[config.mk]
export PLATFORM = sky130hd
export DESIGN_NAME = pp_seq_multiplier_flat
export DESIGN_NICKNAME = d
export VERILOG_FILES = /design/src/rtl/pp_seq_multiplier_if.sv /design/src/rtl/pp_seq_multiplier.sv /design/src/flat_wrapper.sv
export SDC_FILE = /design/constraint.sdc
export NUM_CORES = 2
export LEC_CHECK = 0
export CAP_MARGIN = 15
export CELL_PAD_IN_SITES_DETAIL_PLACEMENT = 0
export CELL_PAD_IN_SITES_GLOBAL_PLACEMENT = 2
export CORE_ASPECT_RATIO = 1.4
export CORE_MARGIN = 3
export CORE_UTILIZATION = 34
export CTS_BUF_LIST = sky130_fd_sc_hd__clkbuf_8
export DETAILED_ROUTE_END_ITERATION = 10
export PLACE_DENSITY = 0.91
export SLEW_MARGIN = 30
export SYNTH_ARGS = -nofsm -noshare
export SYNTH_HDL_FRONTEND = slang
export SYNTH_SLANG_ARGS = --single-unit
[constraint.sdc]
create_clock -name clk -period 5.1 [get_ports clk]
set_input_delay 1.02 -clock clk [delete_from_list [all_inputs] [get_ports clk]]
set_output_delay 1.02 -clock clk [all_outputs]
set_load 0.01 [all_outputs]
[src/rtl/pp_seq_multiplier_if.sv]
// ---------------------------------------------------------------------------
// pp_seq_multiplier_if
// Handshake bundle for the sequential partial-product multiplier.
//   in_valid / in_ready   : operand-side valid/ready handshake
//   in1 [W1]              : multiplicand
//   in2 [W2]              : multiplier
//   in_signed             : 1 = two's-complement operands, 0 = unsigned
//   out_valid / out_ready : result-side valid/ready handshake
//   product [W1+W2]       : full-width result
// master = operand producer / result consumer, slave = the multiplier.
// ---------------------------------------------------------------------------
interface pp_seq_multiplier_if #(
    parameter int W1 = 64,
    parameter int W2 = 32
);
    logic               in_valid;
    logic               in_ready;
    logic [W1-1:0]      in1;
    logic [W2-1:0]      in2;
    logic               in_signed;
    logic               out_valid;
    logic               out_ready;
    logic [W1+W2-1:0]   product;

    modport master (
        output in_valid, in1, in2, in_signed, out_ready,
        input  in_ready, out_valid, product
    );

    modport slave (
        input  in_valid, in1, in2, in_signed, out_ready,
        output in_ready, out_valid, product
    );
endinterface

[src/rtl/pp_seq_multiplier.sv]
// ---------------------------------------------------------------------------
// pp_seq_multiplier
// Sequential multiplier: each RUN cycle generates K AND-based partial-product
// rows and adds them into a (W1+W2)-bit accumulator. Signed operands are
// converted to magnitudes at capture; the sign is re-applied when the result
// is registered. Latency from acceptance to out_valid is W2/K + 1 cycles.
// Ports:
//   clk   : rising-edge clock
//   reset : synchronous, active-high reset (priority over all handshakes)
//   bus   : slave side of pp_seq_multiplier_if (operands, handshakes, product)
// ---------------------------------------------------------------------------
module pp_seq_multiplier #(
    parameter int W1 = 64,
    parameter int W2 = 32,
    parameter int K  = 4
) (
    input  logic                  clk,
    input  logic                  reset,
    pp_seq_multiplier_if.slave    bus
);
    localparam int PW = W1 + W2;
    localparam int N  = W2 / K;
    // Counter must reach N: 0..N-1 are accumulation groups, N is the
    // finalisation cycle that registers the signed product.
    localparam int CW = (N < 1) ? 1 : $clog2(N + 1);

    typedef enum logic [1:0] {
        S_IDLE = 2'd0,
        S_RUN  = 2'd1,
        S_DONE = 2'd2
    } state_t;

    state_t           r_state;
    state_t           w_next_state;
    logic [PW-1:0]    r_mag1_sh;    // |in1| pre-shifted to the current group
    logic [W2-1:0]    r_mag2;       // |in2| shifted right so bits [K-1:0] are the current group
    logic             r_neg;
    logic [PW-1:0]    r_acc;
    logic [CW-1:0]    r_cnt;
    logic [PW-1:0]    r_product;
    logic             r_in_ready;
    logic             r_out_valid;
    logic [PW-1:0]    w_grp_sum;
    logic             w_accept;
    logic             w_release;
    logic             w_run_last;

    // Magnitude of a possibly-signed multiplicand; most-negative maps to 2^(W1-1).
    function automatic logic [W1-1:0] abs1(input logic [W1-1:0] v, input logic sgn);
        return (sgn && v[W1-1]) ? ('0 - v) : v;
    endfunction

    // Magnitude of a possibly-signed multiplier.
    function automatic logic [W2-1:0] abs2(input logic [W2-1:0] v, input logic sgn);
        return (sgn && v[W2-1]) ? ('0 - v) : v;
    endfunction

    assign w_accept   = bus.in_valid & r_in_ready;
    assign w_release  = r_out_valid & bus.out_ready;
    assign w_run_last = (r_cnt == CW'(N));

    assign bus.in_ready  = r_in_ready;
    assign bus.out_valid = r_out_valid;
    assign bus.product   = r_product;

    // Sum of the K partial-product rows for the current group.
    always_comb begin
        w_grp_sum = '0;
        for (int i = 0; i < K; i++) begin
            w_grp_sum = w_grp_sum + ((r_mag1_sh & {PW{r_mag2[i]}}) << i);
        end
    end

    // Next-state logic for the IDLE/RUN/DONE controller.
    always_comb begin
        w_next_state = r_state;
        case (r_state)
            S_IDLE: begin
                if (w_accept) begin
                    w_next_state = S_RUN;
                end else begin
                    w_next_state = S_IDLE;
                end
            end
            S_RUN: begin
                if (w_run_last) begin
                    w_next_state = S_DONE;
                end else begin
                    w_next_state = S_RUN;
                end
            end
            S_DONE: begin
                if (w_release) begin
                    w_next_state = S_IDLE;
                end else begin
                    w_next_state = S_DONE;
                end
            end
            default: w_next_state = S_IDLE;
        endcase
    end

    // State register plus registered handshake flags.
    always_ff @(posedge clk) begin
        if (reset) begin
            r_state     <= S_IDLE;
            r_in_ready  <= 1'b1;
            r_out_valid <= 1'b0;
        end else begin
            r_state     <= w_next_state;
            r_in_ready  <= (w_next_state == S_IDLE);
            r_out_valid <= (w_next_state == S_DONE);
        end
    end

    // Datapath: operand capture, group accumulation, signed finalisation.
    always_ff @(posedge clk) begin
        if (reset) begin
            r_mag1_sh <= '0;
            r_mag2    <= '0;
            r_neg     <= 1'b0;
            r_acc     <= '0;
            r_cnt     <= '0;
            r_product <= '0;
        end else begin
            case (r_state)
                S_IDLE: begin
                    if (w_accept) begin
                        r_mag1_sh <= {{W2{1'b0}}, abs1(bus.in1, bus.in_signed)};
                        r_mag2    <= abs2(bus.in2, bus.in_signed);
                        r_neg     <= bus.in_signed & (bus.in1[W1-1] ^ bus.in2[W2-1]);
                        r_acc     <= '0;
                        r_cnt     <= '0;
                    end else begin
                        r_cnt     <= r_cnt;
                    end
                end
                S_RUN: begin
                    if (!w_run_last) begin
                        r_acc     <= r_acc + w_grp_sum;
                        r_mag1_sh <= r_mag1_sh << K;
                        r_mag2    <= r_mag2 >> K;
                        r_cnt     <= r_cnt + CW'(1'b1);
                    end else begin
                        r_product <= r_neg ? ('0 - r_acc) : r_acc;
                    end
                end
                S_DONE: begin
                    r_product <= r_product;
                end
                default: begin
                    r_cnt <= '0;
                end
            endcase
        end
    end
endmodule
[src/flat_wrapper.sv]
// flat-port wrapper written by rule: the top's interface ports become plain ports
module pp_seq_multiplier_flat 
#(
    parameter int W1 = 64,
    parameter int W2 = 32,
    parameter int K  = 4
)
  (clk, reset, bus_in_valid, bus_in1, bus_in2, bus_in_signed, bus_out_ready, bus_in_ready, bus_out_valid, bus_product);
  pp_seq_multiplier_if #(.W1(W1), .W2(W2)) bus_i ();
  input  logic clk;
  input  logic reset;
  input wire logic [$bits(bus_i.in_valid)-1:0] bus_in_valid;
  input wire logic [$bits(bus_i.in1)-1:0] bus_in1;
  input wire logic [$bits(bus_i.in2)-1:0] bus_in2;
  input wire logic [$bits(bus_i.in_signed)-1:0] bus_in_signed;
  input wire logic [$bits(bus_i.out_ready)-1:0] bus_out_ready;
  output wire logic [$bits(bus_i.in_ready)-1:0] bus_in_ready;
  output wire logic [$bits(bus_i.out_valid)-1:0] bus_out_valid;
  output wire logic [$bits(bus_i.product)-1:0] bus_product;
  assign bus_i.in_valid = bus_in_valid;
  assign bus_i.in1 = bus_in1;
  assign bus_i.in2 = bus_in2;
  assign bus_i.in_signed = bus_in_signed;
  assign bus_i.out_ready = bus_out_ready;
  assign bus_in_ready = bus_i.in_ready;
  assign bus_out_valid = bus_i.out_valid;
  assign bus_product = bus_i.product;
  pp_seq_multiplier #(.W1(W1), .W2(W2), .K(K)) u_core (.clk(clk), .reset(reset), .bus(bus_i));
endmodule
After elaboration in Yosys (flattened, before gate mapping)
Index checks and enable logic that the tools add are counted. W data, S select, Z words.

Register bits after elaboration: 329. Input bits: 101. Output and inout port bits: 98. Word-level logic and storage cells: 60.

$add $sub $neg: 8. Eq/ne operators: 6. Muxes and demuxes: 19. Bitwise gates (word level): 9. Reductions and logical operators: 9.

Operators by type and width (count): $mux W96 (5); $add A96 B96 Y96 (4); $pmux W96 S2 (2); $and A96 B96 Y96 (1); $mux W32 (3); $sub A1 B96 Y96 const A (1); $and A95 B95 Y95 (1); $and A94 B94 Y94 (1); $and A93 B93 Y93 (1); $mux W64 (1); $pmux W32 S2 (1); $sub A1 B64 Y64 const A (1); $sub A1 B32 Y32 const A (1); $pmux W4 S3 (1); $mux W4 (2); $pmux W2 S3 (1); $reduce_and A3 Y1 (2); $add A4 B1 Y4 const B (1); $eq A2 B2 Y1 const B (2); $eq A4 B4 Y1 const B (1); $logic_not A2 Y1 (2); $mux W2 (2); $reduce_and A2 Y1 (2); $and A1 B1 Y1 (3); other kinds (8) (9).

Logic depth before layout (Yosys ltp)
Depth in word-level cells: 7. Mapped depth: 23. Mapped depth without buffers: 20.

Worst setup path after synthesis
No wires, ideal clock.

Kind: register to register. From: reg u_core.r_mag2[1]. To: reg u_core.r_acc[91]. Setup time: 0.062 ns. Arrival: 5.374 ns. Data required time: 5.038 ns. Setup slack: -0.337 ns. Cell stages (with the launch flop): 24. Buffers on the path: 3. Period minus slack after synthesis: 5.437 ns. Path through: dfxtp_1 clkbuf_1 clkbuf_1 and2_1 fa_1 fa_1 inv_1 fa_1 inv_1 ha_1 inv_1 fa_1 nor2b_1 o2111ai_1 a211o_1 a311oi_2 or2_1 buf_4 a211oi_1 or2_4 nor3_2 and4bb_4 or4_1 nand3_1.

Word-level cells in the longest chain between the ends: 7.

Ends and longest elaborated chain: from (decl) (RTL line pp_seq_multiplier.sv:36) `logic [W2-1:0] r_mag2;`; from (signal assigned) (RTL line pp_seq_multiplier.sv:130) `r_mag2 <= abs2(bus.in2, bus.in_signed);`; from (signal assigned) (RTL line pp_seq_multiplier.sv:142) `r_mag2 <= r_mag2 >> K;`; $and A95 B95 Y95 (RTL line pp_seq_multiplier.sv:70) `w_grp_sum = w_grp_sum + ((r_mag1_sh & {PW{r_mag2[i]}}) << i);`; $add A96 B96 Y96 (3 in series) (RTL line pp_seq_multiplier.sv:70); $add A96 B96 Y96 (RTL line pp_seq_multiplier.sv:140) `r_acc <= r_acc + w_grp_sum;`; $mux W96 (RTL line pp_seq_multiplier.sv:139) `if (!w_run_last) begin`; $pmux W96 S2 (RTL line pp_seq_multiplier.sv:126) `case (r_state)`; to (signal assigned) (RTL line pp_seq_multiplier.sv:140); to (decl) (RTL line pp_seq_multiplier.sv:38) `logic [PW-1:0] r_acc;`.

No other way between the ends. The select of a mux whose other input is x is not followed. A chain may end at the register's enable or synchronous reset.

Worst setup path after layout
From: reg u_core.r_mag2[2]. To: reg u_core.r_acc[91].

Word-level cells in the longest chain between the ends: 6.

Ends and longest elaborated chain (RTL line): $and A94 B94 Y94 (pp_seq_multiplier.sv:70); $add A96 B96 Y96 (2 in series) (pp_seq_multiplier.sv:70); $add A96 B96 Y96 (pp_seq_multiplier.sv:140); $mux W96 (pp_seq_multiplier.sv:139); $pmux W96 S2 (pp_seq_multiplier.sv:126).

No other way between the ends. The select of a mux whose other input is x is not followed.

==> results.tsv <==
metric	value	unit
largest net degree at the start of global routing	127	
NetSw	3350	uW
Nets	4805	
Worst setup SP type	flop	
# IOs	199	
status	finished with violations	
CTS max path bufs	3	
post-synthesis cell count	3832	
clock sink count	329	
die height	360	um
# DRC	0	
Reg power frac	32.1	%
Placer Congestion	0.926	
clock root buffer	clkbuf_8	
Clock Skew	0.0485	ns
Clk pwr share	35.6	%
Int Power	5650	uW
Iteration-0 DRC Markers	2051	
Post-Syn Area	0.0305	sq mm
Power Density	225	mW/mm^2
crit path launch	u_core.r_mag2[2]$_SDFFE_PP0P_	
Top FF cell, synth	dfxtp_1	
PnR Total Power	9000	uW
Critical Path End Type	flop	
placed wire-length estimate	80600	um
Post-synth ARST share	0	%
Total GRT Usage	22.8	%
final core utilization	45.0	%
Hold Vio Cnt, Final	0	
vias post-DR	28700	
worst vdd ir	0.144	mV
setup TNS	-0.957	ns
first-pass GRT wire length	167000	um
Congestion Overflow GR	0	
final wirelength	110000	um
Slew Viols, Final	0	
Initial Util	34.4	%
Critical Path RT	5.72	ns
H-tree levels	3	
CTS Buf Count	67	
post-route ant nets	0	
Routed WL per cell	19.7	um
endpoint of the worst hold path	u_core.r_mag2[8]$_SDFFE_PP0P_	
Reg2Reg Depth	22	
CTS clk-pin slew, worst paths	0.06	ns
die area	0.0933	sq mm
Core Area	0.0886	sq mm
switch share	37.2	%
Post-synth EDFFs	0	
std cell rows	129	
flop2flop setup slack	-0.17	ns
worst slew pin tran	0.924	ns
Detailed Routing Iterations Pass 1	6	
critical path class	reg -> reg	
# setup viols final	16	
Yosys cell types	84	
violated checks	negative setup slack	
hold path start	u_core.r_mag2[8]$_SDFFE_PP0P_	
type of the most critical hold path	reg -> reg	
f_max	190	MHz
reg2reg start	u_core.r_mag2[2]$_SDFFE_PP0P_	
Final Cycle Share	103	%
worst hold stages	2	
fin crit period	5.27	ns
initial antenna violation count	3	
synthesized net count	4313	
logic gate share of total power	32.3	%
Die Width	259	um
max cap viols	0	
pre-CTS setup slack	-0.558	ns
Final WS setup	-0.169	ns
Yosys warnings	0	
vias in the first global route	29400	
ranking of synthesized cells by area	dfxtp_1 22%, fa_1 18%, and2_1 7.4%, inv_1 5.9%, xnor2_1 5.1%	
vias per inst	5.17	
share of cells above drive strength 1	18.9	%
IO Port Bufs	198	
Synth Register Bits	329	
Avg Cell Area, Syn	7.95	sq um
CTS tree	done	
Synth top area share	21.6	%
Synth area leader	dfxtp_1	
clk_lat worst skew	0.69	ns
Pleak	0.0170	uW
Seq/Total Area, Yosys	21.6	%
Critical Path Fanout Max	7	
unrepaired setup endpoints after global routing	yes	
Area growth syn-to-layout	31.0	%
Critical Path AT	5.89	ns
r2r endpoint	u_core.r_acc[91]$_SDFFE_PP0P_	
Worst slew margin	37.9	%
layout by cell type, fill, tap and decap left out, drive strengths merged, types with 11 or more instances in the layout:
cell           instances
clkbuf                89
a22o                  47
nand2b                14
o41ai                 28
nand4                 48
inv                  490
or4                   14
o31ai                 49
nand3                 43
xor2                  88
nand2                363
a31oi                 21
o21ai                281
nor4                  18
a21boi                11
o21bai                21
a211oi                87
clkdlybuf4s50        197
a21oi                266
nor3                  42
or3                   34
nor2                 259
ha                   100
a22oi                 19
fa                   280
o21a                  17
and2                 361
buf                  413
xnor2                178
a21o                  45
dfxtp                329
cells by family after synthesis:
family	synth area share [%]
AO/OA/AOI/OAI	19.2
adder cells (fa/ha/maj)	22.5
XOR/XNOR	7.64
flip-flops	21.6
AND/OR/NAND/NOR	20.6
buffers and inverters	8.33
multiplexers	0.0985
stage by stage:
step / instance area, sq um / std cells / hold WS, ns
floorplan: 30500 / 3832 / 0.425
global placement: 35900 / 5348 / 0.434
detailed placement: 35900 / 5348 / 0.443
CTS: 38800 / 5514 / 0.457
global route: 39900 / 5549 / 0.473
finish: 39900 / 5549 / 0.452
metal layers:
| metal | track usage [%] | wire, um |
|---|---|---|
| met5 | 0 | 13 |
| met4 | 9.77 | 4780 |
| met3 | 3.50 | 6130 |
| met2 | 39.9 | 53900 |
| met1 | 27.5 | 44700 |
power by group through the flow:
stage / clock network [uW] / registers, uW / logic (uW)
after detailed placement: 0 / 2930 / 2570
after floorplan: 0 / 2860 / 1480
after global routing: 3410 / 2910 / 3120
after global placement: 0 / 2930 / 2560
after CTS: 3300 / 2880 / 2760
final: 3210 / 2890 / 2910
registers in the layout (all words and copies together), names as in the netlist:
signal,count
u_core.bus.in_ready,1
u_core.r_mag1_sh,96
u_core.bus.product,96
u_core.r_neg,1
u_core.r_acc,96
u_core.r_mag2,32
u_core.bus.out_valid,1
u_core.r_cnt,4
u_core.r_state,2
how the worst max path moves through the flow:
stage | endpoint | slack (ns) | cells past startpoint
after floorplan | u_core.r_acc[91]$_SDFFE_PP0P_ | 0.008 | 23
after global placement | u_core.r_acc[94]$_SDFFE_PP0P_ | -0.53 | 21
after detailed placement | u_core.r_acc[81]$_SDFFE_PP0P_ | -0.56 | 20
after CTS | u_core.r_acc[91]$_SDFFE_PP0P_ | -0.20 | 21
after global routing | u_core.r_acc[91]$_SDFFE_PP0P_ | -0.31 | 22
final | u_core.r_acc[91]$_SDFFE_PP0P_ | -0.17 | 22
cell type report:
type	instances	area, sq um
antenna	2	5.00
clock buffer	83	1140
clock inverter	30	349
fill	8698	48700
inverter	481	1810
multi-input combinational	2828	23000
sequential	329	6600
tap	1179	1480
timing repair buffer	617	5530
repair_timing:
action / 4_1_cts / 5_1_grt
hold buffers: 0 / 0
gates resized for setup: 181 / 191
setup buffers: 48 / 31
gates cloned: 5 / 6
setup endpoints to repair: 48 / 51
pin swaps: 105 / 139
cell usage after synthesis (47+ instances only):
cell type	n
a21oi_1	265
inv_1	478
a22o_1	47
nor2_1	259
o31ai_1	48
xnor2_1	178
dfxtp_1	329
and2_1	361
ha_1	100
clkbuf_1	183
xor2_1	88
a211oi_1	86
fa_1	280
nand2_1	363
o21ai_0	269
critical path: stages (launching register included):
cell       delay [ns]
dfxtp_4          0.39
buf_6            0.14
and2_1           0.16
fa_2             0.34
fa_1             0.51
inv_1            0.05
fa_1             0.44
inv_1            0.07
ha_2             0.18
inv_2            0.04
fa_2             0.36
nor2b_4          0.16
o2111ai_4        0.15
a211o_1          0.35
a311oi_4         0.35
or2_4            0.20
buf_6            0.09
a211oi_2         0.04
or2_4            0.27
nor3_2           0.10
and4bb_4         0.26
or4_1            0.46
nand3_1          0.09
(Power assumes the default switching activity.)
